**config.mk**
```make
export PLATFORM = sky130hd
export DESIGN_NAME = hazard_stall_unit_flat
export DESIGN_NICKNAME = d
export VERILOG_FILES = /design/src/rtl/hazard_stall_unit_if.sv /design/src/rtl/hazard_stall_unit.sv /design/src/flat_wrapper.sv
export SDC_FILE = /design/constraint.sdc
export NUM_CORES = 1
export LEC_CHECK = 0
export CORE_MARGIN = 8
export CORE_UTILIZATION = 34
export DETAILED_ROUTE_END_ITERATION = 8
export HOLD_SLACK_MARGIN = 0.06
export PLACE_DENSITY = 0.86
export RECOVER_POWER = 50
export SLEW_MARGIN = 10
export SYNTH_ARGS = -nofsm -noshare
export SYNTH_HDL_FRONTEND = slang
export SYNTH_SLANG_ARGS = --single-unit
```
**constraint.sdc**
```tcl
create_clock -name clock -period 3 [get_ports clock]
set_input_delay 0.45 -clock clock [delete_from_list [all_inputs] [get_ports clock]]
set_output_delay 0.45 -clock clock [all_outputs]
set_load 0.005 [all_outputs]
```
**src/rtl/hazard_stall_unit_if.sv**
```systemverilog
// Pipeline hazard signal bundle between the ID/EX pipeline and hazard_stall_unit.
// master = pipeline side (drives hazard sources), slave = hazard unit.
interface hazard_stall_unit_if;
  logic [4:0]  rsID;
  logic [4:0]  rtID;
  logic [4:0]  rtEX;
  logic        memReadEX;
  logic        multiStartEX;
  logic        branchTakenID;
  logic        pcWrite;
  logic        ifIdWrite;
  logic        idExWrite;
  logic        idExBubble;
  logic        exMemBubble;
  logic        ifIdFlush;
  logic [1:0]  state;
  logic [15:0] stallCount;

  modport master (
    output rsID, rtID, rtEX, memReadEX, multiStartEX, branchTakenID,
    input  pcWrite, ifIdWrite, idExWrite, idExBubble, exMemBubble, ifIdFlush,
    input  state, stallCount
  );

  modport slave (
    input  rsID, rtID, rtEX, memReadEX, multiStartEX, branchTakenID,
    output pcWrite, ifIdWrite, idExWrite, idExBubble, exMemBubble, ifIdFlush,
    output state, stallCount
  );
endinterface

```
**src/rtl/hazard_stall_unit.sv**
```systemverilog
// Load-use and multi-cycle multiply/divide stall control with branch flush.
// Define HAZARD_STATS_EN to enable the saturating stalled-cycle counter.
module hazard_stall_unit #(
  parameter int unsigned MULTI_LATENCY = 4
) (
  input  logic               clock,
  input  logic               reset,
  hazard_stall_unit_if.slave bus
);

  typedef enum logic [1:0] {
    RUN        = 2'd0,
    MULTI_BUSY = 2'd1,
    MULTI_DONE = 2'd2,
    ILLEGAL    = 2'd3
  } state_e;

  localparam logic [3:0] CNT_LOAD = 4'(MULTI_LATENCY - 2);

  state_e     state_q, state_d;
  logic [3:0] cnt_q, cnt_d;
  logic       load_hazard;
  logic       multi_stall;

  always_ff @(posedge clock) begin
    if (!reset) begin
      state_q <= RUN;
      cnt_q   <= '0;
    end else begin
      state_q <= state_d;
      cnt_q   <= cnt_d;
    end
  end

  // multiStartEX is only honoured from RUN; BUSY/DONE see it still held by the advancing op
  always_comb begin
    state_d = state_q;
    cnt_d   = cnt_q;
    case (state_q)
      RUN: begin
        if (bus.multiStartEX) begin
          state_d = MULTI_BUSY;
          cnt_d   = CNT_LOAD;
        end
      end
      MULTI_BUSY: begin
        cnt_d = cnt_q - 4'd1;
        if (cnt_q == 4'd1) state_d = MULTI_DONE;
      end
      MULTI_DONE: state_d = RUN;
      default:    state_d = RUN;
    endcase
  end

  assign load_hazard = bus.memReadEX && (bus.rtEX != '0) &&
                       ((bus.rtEX == bus.rsID) || (bus.rtEX == bus.rtID));
  assign multi_stall = ((state_q == RUN) && bus.multiStartEX) || (state_q == MULTI_BUSY);

  always_comb begin
    bus.pcWrite     = 1'b1;
    bus.ifIdWrite   = 1'b1;
    bus.idExWrite   = 1'b1;
    bus.idExBubble  = 1'b0;
    bus.exMemBubble = 1'b0;
    bus.ifIdFlush   = 1'b0;
    if (reset) begin
      if (multi_stall) begin
        bus.pcWrite     = 1'b0;
        bus.ifIdWrite   = 1'b0;
        bus.idExWrite   = 1'b0;
        bus.exMemBubble = 1'b1;
      end else if (load_hazard) begin
        bus.pcWrite    = 1'b0;
        bus.ifIdWrite  = 1'b0;
        bus.idExBubble = 1'b1;
      end else if (bus.branchTakenID) begin
        bus.ifIdFlush = 1'b1;
      end
    end
  end

  assign bus.state = state_q;

`ifdef HAZARD_STATS_EN
  logic [15:0] stall_cnt_q, stall_cnt_d;

  always_comb begin
    stall_cnt_d = stall_cnt_q;
    if (!bus.pcWrite && (stall_cnt_q != '1)) stall_cnt_d = stall_cnt_q + 16'd1;
  end

  always_ff @(posedge clock) begin
    if (!reset) stall_cnt_q <= '0;
    else        stall_cnt_q <= stall_cnt_d;
  end

  assign bus.stallCount = stall_cnt_q;
`else
  assign bus.stallCount = '0;
`endif

endmodule

```
**src/flat_wrapper.sv**
```systemverilog
// flat-port wrapper written by rule: the top's interface ports become plain ports
module hazard_stall_unit_flat 
#(
  parameter int unsigned MULTI_LATENCY = 4
)
  (clock, reset, bus_rsID, bus_rtID, bus_rtEX, bus_memReadEX, bus_multiStartEX, bus_branchTakenID, bus_pcWrite, bus_ifIdWrite, bus_idExWrite, bus_idExBubble, bus_exMemBubble, bus_ifIdFlush, bus_state, bus_stallCount);
  hazard_stall_unit_if bus_i ();
  input  logic clock;
  input  logic reset;
  input wire logic [$bits(bus_i.rsID)-1:0] bus_rsID;
  input wire logic [$bits(bus_i.rtID)-1:0] bus_rtID;
  input wire logic [$bits(bus_i.rtEX)-1:0] bus_rtEX;
  input wire logic [$bits(bus_i.memReadEX)-1:0] bus_memReadEX;
  input wire logic [$bits(bus_i.multiStartEX)-1:0] bus_multiStartEX;
  input wire logic [$bits(bus_i.branchTakenID)-1:0] bus_branchTakenID;
  output wire logic [$bits(bus_i.pcWrite)-1:0] bus_pcWrite;
  output wire logic [$bits(bus_i.ifIdWrite)-1:0] bus_ifIdWrite;
  output wire logic [$bits(bus_i.idExWrite)-1:0] bus_idExWrite;
  output wire logic [$bits(bus_i.idExBubble)-1:0] bus_idExBubble;
  output wire logic [$bits(bus_i.exMemBubble)-1:0] bus_exMemBubble;
  output wire logic [$bits(bus_i.ifIdFlush)-1:0] bus_ifIdFlush;
  output wire logic [$bits(bus_i.state)-1:0] bus_state;
  output wire logic [$bits(bus_i.stallCount)-1:0] bus_stallCount;
  assign bus_i.rsID = bus_rsID;
  assign bus_i.rtID = bus_rtID;
  assign bus_i.rtEX = bus_rtEX;
  assign bus_i.memReadEX = bus_memReadEX;
  assign bus_i.multiStartEX = bus_multiStartEX;
  assign bus_i.branchTakenID = bus_branchTakenID;
  assign bus_pcWrite = bus_i.pcWrite;
  assign bus_ifIdWrite = bus_i.ifIdWrite;
  assign bus_idExWrite = bus_i.idExWrite;
  assign bus_idExBubble = bus_i.idExBubble;
  assign bus_exMemBubble = bus_i.exMemBubble;
  assign bus_ifIdFlush = bus_i.ifIdFlush;
  assign bus_state = bus_i.state;
  assign bus_stallCount = bus_i.stallCount;
  hazard_stall_unit #(.MULTI_LATENCY(MULTI_LATENCY)) u_core (.clock(clock), .reset(reset), .bus(bus_i));
endmodule
```
==> flow_metrics.env, run 1 <==
export IMPL_cp_required_ps=2550
export IMPL_routed_via_density=4.434
export IMPL_power_total_uw=262.6
export IMPL_cts_root_buf="clkbuf_4"
export IMPL_max_cap_violations=0
export IMPL_nFillCells=131
export IMPL_gp_congestion=0.7353
export IMPL_max_freq_mhz=344.4
export IMPL_grt_max_degree=7
export IMPL_fin_setup_tns_ps=0
export IMPL_avgSynthCellArea_um2=8.170
export IMPL_cts_hold_fix_buffers=0
export IMPL_num_nets_final=121
export IMPL_ys_seq_area_frac=0.2162
export IMPL_finClkSkew_ps=2.962
export IMPL_setup_viol=0
export IMPL_grt_pass1_vias=556
export IMPL_seq_area_um2=120.1
export IMPL_drtPass1Iterations=4
export IMPL_drc_errors=0
export IMPL_fp_dieW_um=56.42
export IMPL_synth_seq_cells=6
export IMPL_clk_pin_slew_ps=40
export IMPL_hold_class="reg -> reg"
export IMPL_n_antenna_cell=0
export IMPL_synth_top_area_cell="buf_4"
export IMPL_cts_setup_buffers=0
export IMPL_multi_input_area_um2=349.1
export IMPL_p_leak_uw=0.0003465
export IMPL_critPathMaxStageDelay_ps=560
export IMPL_wl_per_cell_um=13.19
export IMPL_yosysWarningCount=0
export IMPL_drive_gt1_frac=0.05155
export IMPL_end_kind="output port"
export IMPL_drt_initial_drc_count=6
export IMPL_cp_cell_sequence="clkdlybuf4s50_1 > or4_1 > o21a_1 > a31oi_1 > clkdlybuf4s50_1"
export IMPL_synth_cell_area_um2=555.5
export IMPL_vias=501
export IMPL_grt_pass1_wl_um=2449
export IMPL_cts_buffers=3
export IMPL_power_density_mw_per_mm2=327.9
export IMPL_status="finished clean"
export IMPL_port_buffers=27
export IMPL_hpwl_um=1323
export IMPL_cp_num_buf_inv=2
export IMPL_critPathMostFrequentCell="clkdlybuf4s50_1"
export IMPL_layout_area_overhead_vs_synth_pct=44.14
export IMPL_antenna_left=0
export IMPL_crit_arrival_ps=2450
export IMPL_rsz0062_at_grt="no"
export IMPL_critPathTopFamily="buffers and inverters"
export IMPL_worst_path_max_fanout=3
export IMPL_period_minus_slack_ps=2904
export IMPL_ctsResizeCount=0
export IMPL_cts_tree="done"
export IMPL_die_h_um=56.42
export IMPL_clkSinkCount=6
export IMPL_rows=14
export IMPL_drv_slew=0
export IMPL_io_pins=44
export IMPL_hold_viol=0
export IMPL_yosysTopAreaCellShare=0.2297
export IMPL_synthCells=68
export IMPL_wirelength_um=1490
export IMPL_antenna_found_initial=0
export IMPL_h_tree_depth=1
export IMPL_fin_crit_sh=0.9679
export IMPL_slowest_stage="clkdlybuf4s50_1"
export IMPL_irDropWorstVdd_v=0.0002697
export IMPL_die_area_mm2=0.003183
export IMPL_clk_path_buf_depth=2
export IMPL_synth_distinct_cells=26
export IMPL_worstSetupPathType="in -> out"
export IMPL_start_kind="input pin"
export IMPL_insertion_delay_ps=240
export IMPL_coreArea_mm2=0.001524
export IMPL_grt_usage=0.09526
export IMPL_initial_core_util=0.3645
export IMPL_synthTopCellsByArea="buf_4 23%, dfxtp_1 22%, xnor2_1 16%"
export IMPL_overflow=0
==> per-stage QoR <==
step                instance area, µm²  hold slack (ps)  utilization  setup WS (ps)  cells
floorplan                        611.8            468.1            -           1028     83
CTS                              804.5            492.4       0.5279          101.4    113
finish                           800.8            496.3       0.5255          96.22    113
global placement                 782.0            480.1       0.5131          162.5    110
global route                     800.8            505.7       0.5255          30.17    113
detailed placement               782.0            478.5       0.5131          110.9    110
==> routing by layer <==
metal  vias up  global-route usage  share of wire
li1        253                   -              -
met4         0             0.04124          0.014
met1       225             0.09045           0.39
met5         -                   0              0
met3         4             0.04045          0.054
met2        19              0.1724           0.54
==> logic make-up (layout without fill, tap and decap cells) <==
logic type                 count (synthesis)  after routing  synth area share
AOI/OAI and AO/OA                          9              9            0.1104
xor gates and xnor gates                  11             11            0.1734
adders and majority gates                  2              2           0.04504
buffers and inverters                     21             35            0.2567
DFF                                        6              6            0.2162
muxes                                      2              2           0.03829
other                                      1             16          0.006750
and+or+nand+nor                           16             16            0.1532
==> power breakdown <==
| part | internal [µW] | switching (µW) | total, µW |
|---|---|---|---|
| sequential | 86.4 | 5.62 | 92.0 |
| combinational | 56.9 | 39.7 | 96.6 |
| clock | 45.2 | 28.7 | 73.9 |
==> registers in the layout (all words and copies together) (netlist names) <==
signal and flops:
u_core.bus.state 2, u_core.cnt_q 4
==> synthesized netlist by cell type <==
master     n
nor2_1     4
conb_1     1
o21a_1     1
and3_1     1
mux2_2     1
a22oi_1    2
inv_1      4
nor2b_1    1
xnor2_1   10
or4_1      1
nor3_1     1
ha_1       2
a31oi_1    1
and4_1     1
nor3b_1    1
dfxtp_1    6
nand3_1    3
nand2_1    2
xor2_1     1
o22ai_1    1
buf_4     17
a221oi_1   1
mux2i_1    1
or2_2      1
o21bai_1   1
a21oi_1    2
==> layout make-up <==
type                       count  share of cell area
clock buffer                   3             0.02812
inverter                       4             0.01875
tap                           16             0.02500
multi-input combinational     56              0.4359
timing repair buffer          28              0.3422
sequential                     6              0.1500
==> worst register-to-register path: stages, from the launching register on <==
cell     delay, ps
dfxtp_1        320
inv_1           90
ha_1           160
mux2_2         320
a22oi_1        140
nor2_1          50
==> cell usage in the layout (no fill, tap or decap), drive strengths merged <==
cell            n
clkdlybuf4s50  24
conb           16
xnor2          10
dfxtp           6
inv             4
nor2            4
clkbuf          4
nand3           3
dlygate4sd3     3
nand2           2
a21oi           2
a22oi           2
ha              2
o22ai           1
or4             1
o21a            1
o21bai          1
or2             1
and4            1
a31oi           1
nor3b           1
nor3            1
xor2            1
nor2b           1
mux2            1
a221oi          1
mux2i           1
and3            1
==> path summary, 6_finish.rpt <==
check,end,startpoint,slack [ps],cells after the start
setup reg to reg,u_core.cnt_q[2]$_SDFFE_PN0P_,u_core.cnt_q[0]$_SDFFE_PN0P_,1810,5
hold reg to reg,u_core.bus.state[0]$_SDFFE_PN0P_,u_core.bus.state[0]$_SDFFE_PN0P_,500,1
setup / recovery,bus_ifIdWrite,bus_rtEX[1],100,5
hold / removal,u_core.bus.state[0]$_SDFFE_PN0P_,u_core.bus.state[0]$_SDFFE_PN0P_,500,1
Power figures use the tool's default switching activity.
==> run 2: changes to the inputs <==
MAX_ROUTING_LAYER = met4   (was not set)
==> run 2 against run 1 <==
Against the previous run:
- global-route usage is 0.25 points higher
- final cell count unchanged
- combinational power hardly changed
- total power barely moved
- critical endpoint unchanged
- worst hold slack did not move
- design area unchanged
==> flow_metrics.env, run 2 (synthesis gave the netlist of run 1 again) <==
export IMPL_seqPwrFrac=0.350
export IMPL_grt_pass1_vias=555
export IMPL_worst_path_max_fanout=3
export IMPL_reg2reg_from="u_core.cnt_q[0]$_SDFFE_PN0P_"
export IMPL_die_h_um=56.42
export IMPL_num_nets_final=121
export IMPL_dpl_cell_count=110
export IMPL_timing_rr_end="u_core.cnt_q[2]$_SDFFE_PN0P_"
export IMPL_p_leak_uw=0.0003465
export IMPL_vias=501
export IMPL_setup_viol=0
export IMPL_status="finished clean"
export IMPL_min_to="u_core.bus.state[0]$_SDFFE_PN0P_"
export IMPL_worstSetupPathType="in -> out"
export IMPL_max_freq_mhz=344.4
export IMPL_critPathTopFamily="buffers and inverters"
export IMPL_final_common_cell="clkdlybuf4s50_1"
export IMPL_netSwitchingFraction=0.2820
export IMPL_dp_slack_ps=110.9
export IMPL_start_kind="input pin"
export IMPL_wl_per_cell_um=13.19
export IMPL_cts_tree="done"
export IMPL_pwr_share_clk=0.281
export IMPL_initial_core_util=0.3645
export IMPL_worst_r2r_path_depth=5
export IMPL_stdcell_area_um2=800.8
export IMPL_critPathMostFrequentCell="clkdlybuf4s50_1"
export IMPL_grtUsageMet3=0.03820
export IMPL_drc_errors=0
export IMPL_clk_pin_slew_ps=40
export IMPL_period_minus_slack_ps=2904
export IMPL_grt_use_met1=0.09172
export IMPL_h_tree_depth=1
export IMPL_instances_no_fill=113
export IMPL_port_buffers=27
export IMPL_grtUsageMet2=0.1724
export IMPL_min_path_cells=1
export IMPL_clkSinkCount=6
export IMPL_wirelength_um=1490
export IMPL_fin_setup_tns_ps=0
export IMPL_layout_area_overhead_vs_synth_pct=44.14
export IMPL_p_switching_uw=74.07
export IMPL_die_area_mm2=0.003183
export IMPL_end_kind="output port"
export IMPL_hpwl_um=1323
export IMPL_overflow=0
export IMPL_rows=14
export IMPL_coreArea_mm2=0.001524
export IMPL_routed_via_density=4.434
export IMPL_clk_path_buf_depth=2
export IMPL_setup_ws_ps=96.22
export IMPL_p_int_uw=188.6
export IMPL_hold_class="reg -> reg"
export IMPL_critPathMaxStageDelay_ps=560
export IMPL_cp_num_buf_inv=2
export IMPL_insertion_delay_ps=240
export IMPL_drive_gt1_frac=0.05155
export IMPL_cp_required_ps=2550
export IMPL_fin_crit_sh=0.9679
export IMPL_grt_usage=0.09773
export IMPL_cts_hold_fix_buffers=0
export IMPL_rsz0062_at_grt="no"
export IMPL_cp_cell_sequence="clkdlybuf4s50_1 > or4_1 > o21a_1 > a31oi_1 > clkdlybuf4s50_1"
export IMPL_grt_pass1_wl_um=2449
export IMPL_cts_root_buf="clkbuf_4"
export IMPL_regMostFlops="u_core.cnt_q"
export IMPL_hold_viol=0
export IMPL_io_pins=44
export IMPL_max_cap_violations=0
export IMPL_nFillCells=131
export IMPL_drv_slew=0
export IMPL_drt_initial_drc_count=6
export IMPL_drtPass1Iterations=4
export IMPL_cts_buffers=3
export IMPL_slowest_stage="clkdlybuf4s50_1"
export IMPL_cts_setup_buffers=0
export IMPL_antenna_left=0
export IMPL_crit_arrival_ps=2450
export IMPL_top_usage_layer="met2"
export IMPL_regToRegSetupSlack_ps=1810
export IMPL_largest_reg_flops=4
export IMPL_antenna_found_initial=0
export IMPL_ctsResizeCount=0
export IMPL_power_density_mw_per_mm2=328.0
export IMPL_irDropWorstVdd_v=0.0002697
export IMPL_gp_congestion=0.7443
export IMPL_comb_power_share=0.368
export IMPL_hold_start="u_core.bus.state[0]$_SDFFE_PN0P_"
export IMPL_finClkSkew_ps=2.937
export IMPL_final_cell_mix="24 x clkdlybuf4s50_1, 16 x conb_1, 10 x xnor2_1"
export IMPL_n_antenna_cell=0
export IMPL_grt_max_degree=7
export IMPL_whs_ps=496.3
export IMPL_dpl_cell_area_um2=782.0
export IMPL_fp_dieW_um=56.42
run 2: cell counts in the layout (fill, tap and decap cells not counted):
No cell type changed its count.
run 2: area by class of cell:
class / instances / area [µm²] / share of cell area
Clock buffer: 3 / 22.52 / 0.02812
Sequential cell: 6 / 120.1 / 0.1500
Tap cell: 16 / 20.02 / 0.02500
Timing Repair Buffer: 28 / 274.0 / 0.3422
Inverter: 4 / 15.01 / 0.01875
Multi-Input combinational cell: 56 / 349.1 / 0.4359
run 2: power by group through the flow:
| stage | combinational [µW] | clock (µW) | sequential, µW |
|---|---|---|---|
| finish | 96.7 | 73.9 | 92.0 |
| global route | 106 | 81.7 | 92.4 |
| CTS | 98.0 | 76.4 | 92.0 |
| detailed placement | 97.6 | 0 | 93.3 |
| global placement | 95.9 | 0 | 92.9 |
| floorplan | 63.4 | 0 | 92.3 |
run 2: worst register-to-register path, cell delays in order, from the launching register on:
cell and delay (ps):
dfxtp_1 320, inv_1 90, ha_1 160, mux2_2 320, a22oi_1 140, nor2_1 50
run 2: worst max-delay path by stage:
stage | from | to | slack, ps | depth (start not counted)
CTS | bus_rtEX[1] | bus_ifIdWrite | 100 | 5
detailed placement | bus_rtEX[1] | bus_ifIdWrite | 110 | 5
global route | bus_rtEX[1] | bus_ifIdWrite | 30 | 5
floorplan | bus_rtEX[1] | bus_pcWrite | 1030 | 4
global placement | bus_rtEX[1] | bus_ifIdWrite | 160 | 5
finish | bus_rtEX[1] | bus_ifIdWrite | 100 | 5
run 2: metal layers:
layer | vias up | wire (µm)
met2 | 19 | 802
met1 | 225 | 595
met4 | 0 | 21
met5 | - | 0
met3 | 4 | 72
li1 | 253 | -
run 2: stage by stage:
step	util	total power, µW
after global placement	0.5131	188.7
after global routing	0.5255	280.2
final	0.5255	262.6
after CTS	0.5279	266.5
after floorplan	-	155.7
after detailed placement	0.5131	190.9
==> run 3: changes to the inputs <==
CTS_CLUSTER_SIZE = 8   (was not set)
==> results of run 3 <==
The final DEF is identical to that of run 2; final timing and power are the same.
